[src/rtl/eeprom_byte_disp.sv]
// eeprom_byte_disp: converts one EEPROM read-back byte into two 4-bit digit codes (decimal or hex)
// Ports:
//   clk, rst_n            clock, asynchronous active-low reset
//   data_in, data_vld     byte and its one-cycle strobe (ignored while busy)
//   dec_mode              1 = decimal (double-dabble), 0 = hexadecimal; sampled with the strobe
//   busy, done            conversion in progress / one-cycle pulse when digits update
//   ovf                   decimal value above 99, digits saturated to 9,9
//   seg_data_h/_l         high/low digit codes for the segment decoders
module eeprom_byte_disp #(
  parameter int DATA_W = 8
) (
  input  logic              clk,
  input  logic              rst_n,
  input  logic [DATA_W-1:0] data_in,
  input  logic              data_vld,
  input  logic              dec_mode,
  output logic              busy,
  output logic              done,
  output logic              ovf,
  output logic [3:0]        seg_data_h,
  output logic [3:0]        seg_data_l
);
  typedef enum logic [1:0] {IDLE, CONV, DONE} state_t;
  state_t            state_q;
  logic [DATA_W-1:0] bin_q, bin_d;
  logic [11:0]       bcd_q, bcd_d, bcd_adj;
  logic [7:0]        raw_q;
  logic [3:0]        cnt_q, seg_h_q, seg_l_q;
  logic              mode_q, busy_q, done_q, ovf_q;
  // Double-dabble correction: any BCD nibble >= 5 gets +3 before the shift.
  for (genvar i = 0; i < 3; i++) begin : g_adj
    assign bcd_adj[4*i+:4] = bcd_q[4*i+:4] >= 4'd5 ? bcd_q[4*i+:4] + 4'd3 : bcd_q[4*i+:4];
  end
  always_comb begin
    {bcd_d, bin_d} = {bcd_adj, bin_q} << 1;
  end
  always_ff @(posedge clk or negedge rst_n) begin
    if (!rst_n) begin
      state_q <= IDLE;
      bin_q   <= '0;
      bcd_q   <= '0;
      raw_q   <= '0;
      cnt_q   <= '0;
      mode_q  <= 1'b0;
      busy_q  <= 1'b0;
      done_q  <= 1'b0;
      ovf_q   <= 1'b0;
      seg_h_q <= '0;
      seg_l_q <= '0;
    end else begin
      case (state_q)
        IDLE: begin
          done_q <= 1'b0;
          if (data_vld) begin
            bin_q   <= data_in;
            raw_q   <= 8'(data_in);
            bcd_q   <= '0;
            cnt_q   <= '0;
            mode_q  <= dec_mode;
            busy_q  <= 1'b1;
            state_q <= CONV;
          end
        end
        CONV: begin
          bin_q   <= bin_d;
          bcd_q   <= bcd_d;
          cnt_q   <= cnt_q + 4'd1;
          state_q <= cnt_q == 4'(DATA_W - 1) ? DONE : CONV;
        end
        DONE: begin
          seg_h_q <= !mode_q ? raw_q[7:4] : |bcd_q[11:8] ? 4'd9 : bcd_q[7:4];
          seg_l_q <= !mode_q ? raw_q[3:0] : |bcd_q[11:8] ? 4'd9 : bcd_q[3:0];
          ovf_q   <= mode_q & |bcd_q[11:8];
          done_q  <= 1'b1;
          busy_q  <= 1'b0;
          state_q <= IDLE;
        end
        default: state_q <= IDLE;
      endcase
    end
  end
  assign busy       = busy_q;
  assign done       = done_q;
  assign ovf        = ovf_q;
  assign seg_data_h = seg_h_q;
  assign seg_data_l = seg_l_q;
endmodule

[config.mk]
export PLATFORM = sky130hd
export DESIGN_NAME = eeprom_byte_disp
export DESIGN_NICKNAME = d
export VERILOG_FILES = /design/src/rtl/eeprom_byte_disp.sv
export SDC_FILE = /design/constraint.sdc
export NUM_CORES = 1
export LEC_CHECK = 0
export BUFFER_PORTS_ARGS = -buffer_cell sky130_fd_sc_hd__buf_2
export CAP_MARGIN = 10
export CORE_MARGIN = 8
export CORE_UTILIZATION = 35
export CTS_BUF_LIST = sky130_fd_sc_hd__clkbuf_2
export DETAILED_ROUTE_END_ITERATION = 8
export GPL_TIMING_DRIVEN = 0
export SYNTH_ARGS = -nofsm -noshare
export SYNTH_HDL_FRONTEND = slang
export SYNTH_SLANG_ARGS = --single-unit
export TNS_END_PERCENT = 10
[constraint.sdc]
create_clock -name clk -period 1.8 [get_ports clk]
set_input_delay 0.09 -clock clk [delete_from_list [all_inputs] [get_ports clk]]
set_output_delay 0.09 -clock clk [all_outputs]
set_load 0.01 [all_outputs]
==> qor.yml <==
die_area_mm2: 0.009215
cts_setup_buffers: 0
relSlewSlack_pct: 29.36
endpoint_kind: "flop"
min_period_ns: 1.528
cts_tree: "yes"
grt_pass1_vias: 1704
drtIter0Drc: 110
netlist_top_cells_area: "dfrtp_1 51%, mux2_2 4.5%, o21ai_0 4.0%"
status: "completed"
critPathArrivalTime_ns: 1.87
holdWs_ns: 0.1847
clock.fmax_mhz: 654.3
yosysSeqAreaShare_pct: 51.40
avgViaCountPerCell: 5.202
htree_num_levels: 2
grt_pass1_wl_um: 8721
antenna_found_initial: 0
irDropWorstVdd_mv: 0.5886
synth_common_cells: "46 x dfrtp_1, 18 x nand2_1, 18 x o21ai_0"
yosys.area_share.simple_pct: 12.79
seqCellArea_mm2: 0.001151
yosysMostFrequentCell: "dfrtp_1"
synth_top_area_cell: "dfrtp_1"
ys_warn_count: 0
synth_top_family_by_area: "compound AO/OA/AOI/OAI gates"
worstMarginPinSlew_ns: 1.060
ys.flop_type: "dfrtp_1"
syn_avg_cell_area_um2: 10.66
synthCells: 210
syn_to_final_growth_pct: 16.82
synth-adder-area-share_pct: 3.911
route.vias.total: 1701
drtPass1Iterations: 4
syn_area_mm2: 0.002240
routed_wl_um: 5281
p_per_area_mw_per_mm2: 1601
dp_hpwl_um: 3676
num_rows: 29
fill_cells: 602
drt-wirelength-per-cell_um: 16.15
muxShareOfSynthArea_pct: 4.972
initial_utilization_pct: 35.68
core_mm2: 0.006277
clock_latency_ns: 0.43
multi_input_area_um2: 982.2
cp_max_fo: 5
n_antenna_cell: 0
die_x_um: 96.00
path_clk_slew_ns: 0.26
cts.sinks: 46
grt_overflow_total: 0
num_io_pins: 23
final_max_slew_viol_count: 0
async_reset_ff_share_pct: 100.0
track_usage_pct: 12.23
yosysTopAreaCellShare_pct: 51.40
synth_xor_area_share_pct: 0.7821
syn_nets: 229
rsz0062_at_grt: "no"
hold_violations: 0
layout-drive-gt1-share_pct: 20.00
nets: 268
drc: 0
ctsLongestPathBuffers: 2
finalCritPeriodShare_pct: 84.91
hold_path.class: "in2reg"
fp.dieH_um: 96.00
crit_type: "reg2reg"
ant_nets: 0
grt_max_degree: 47
place.gp.congestion: 0.7105
io_buffers: 22
root_buffer: "clkbuf_2"
worstPathRequired_ns: 2.14
leakage_nw: 1.161
start_kind: "flop"
tns_ns: 0
cts_made_buffers: 5
synth-edff-count: 0
skew_ns: 0.02616
ys_types: 38
setup_viol: 0
max_cap_viol_count: 0
synth_compound_area_share_pct: 21.40
ys_seq_elements: 46
[cells in the final DEF (no fill, tap or decap), types with 4 or more instances in the layout]
| cell type | count |
|---|---|
| nand2b_1 | 7 |
| mux2_2 | 9 |
| nand2_1 | 18 |
| nor2_1 | 8 |
| o22ai_1 | 4 |
| a21oi_1 | 7 |
| a22oi_1 | 7 |
| dfrtp_1 | 46 |
| o21ai_0 | 18 |
| clkbuf_2 | 5 |
| a221oi_1 | 4 |
| ha_1 | 7 |
| inv_1 | 13 |
| o2111ai_1 | 6 |
| buf_4 | 4 |
| nor2b_1 | 11 |
| dlygate4sd3_1 | 10 |
| buf_2 | 26 |
[sequential cells by signal (all words and copies together), names as in the netlist]
register	flops
ovf	1
raw_q	8
bcd_q	12
mode_q	1
busy	1
bin_q	8
done	1
seg_data_h	4
state_q	2
seg_data_l	4
cnt_q	4
[stage by stage]
| stage | power, mW | utilization [%] | instance area [um2] | setup WS (ns) | std cells |
|---|---|---|---|---|---|
| CTS | 4.243 | 41.68 | 2616 | 0.2689 | 327 |
| global placement | 3.584 | 38.97 | 2446 | 0.2863 | 309 |
| finish | 4.189 | 41.68 | 2616 | 0.2716 | 327 |
| floorplan | 3.063 | - | 2240 | 0.4707 | 210 |
| detailed placement | 3.628 | 38.97 | 2446 | 0.2828 | 309 |
| global route | 4.564 | 41.68 | 2616 | 0.1896 | 327 |
[path summary, 6_finish.rpt]
kind / startpoint / cells after the start / slack, ns / endpoint
setup reg to reg: bcd_q[0] / 5 / 0.27 / bcd_q[4]
hold / removal: data_vld / 3 / 0.18 / raw_q[0]
min in group asynchronous: rst_n / 2 / 0.34 / seg_data_l[1]
hold reg to reg: seg_data_h[3] / 2 / 0.51 / seg_data_h[3]
max in group asynchronous: rst_n / 2 / 0.80 / bin_q[0]
setup / recovery: bcd_q[0] / 5 / 0.27 / bcd_q[4]
[worst max-delay path, stage by stage (launching register included)]
cell and delay, ns:
dfrtp_1 0.50, inv_1 0.10, ha_1 0.24, nor2b_1 0.17, o21a_1 0.21, o32ai_1 0.23
[what timing repair did]
action | in CTS | in global routing
resized for setup | 0 | 0
hold endpoints to repair | 63 | 0
hold buffers | 10 | 0
[layer usage]
| metal | vias up | global-route usage [%] | wire, um |
|---|---|---|---|
| li1 | 841 | - | - |
| met5 | - | 0 | 0 |
| met4 | 0 | 4.994 | 50 |
| met3 | 4 | 2.262 | 230 |
| met2 | 34 | 18.84 | 2337 |
| met1 | 822 | 16.45 | 2663 |
[cell type report]
class / count / area share, %
clock inverter: 3 / 1.722
tap: 77 / 3.682
clock buffer: 5 / 0.9565
timing repair buffer: 32 / 8.034
sequential: 46 / 44.00
inverter: 13 / 1.865
multi-input combinational: 141 / 37.54
buffer: 10 / 2.200
[logic make-up (layout without fill, tap and decap cells)]
logic type      after synthesis  in the layout
simple gates                 53             53
fa+ha+maj                     7              7
buf+inv                      23             63
mux                          10             10
compound gates               69             69
xor+xnor                      2              2
flops                        46             46
[report_power, final]
| part | switching (mW) | internal, mW |
|---|---|---|
| combinational | 0.955 | 0.821 |
| clock | 0.353 | 0.233 |
| sequential | 0.360 | 1.47 |
| total | 1.67 | 2.52 |
Power figures use the tool's default switching activity.
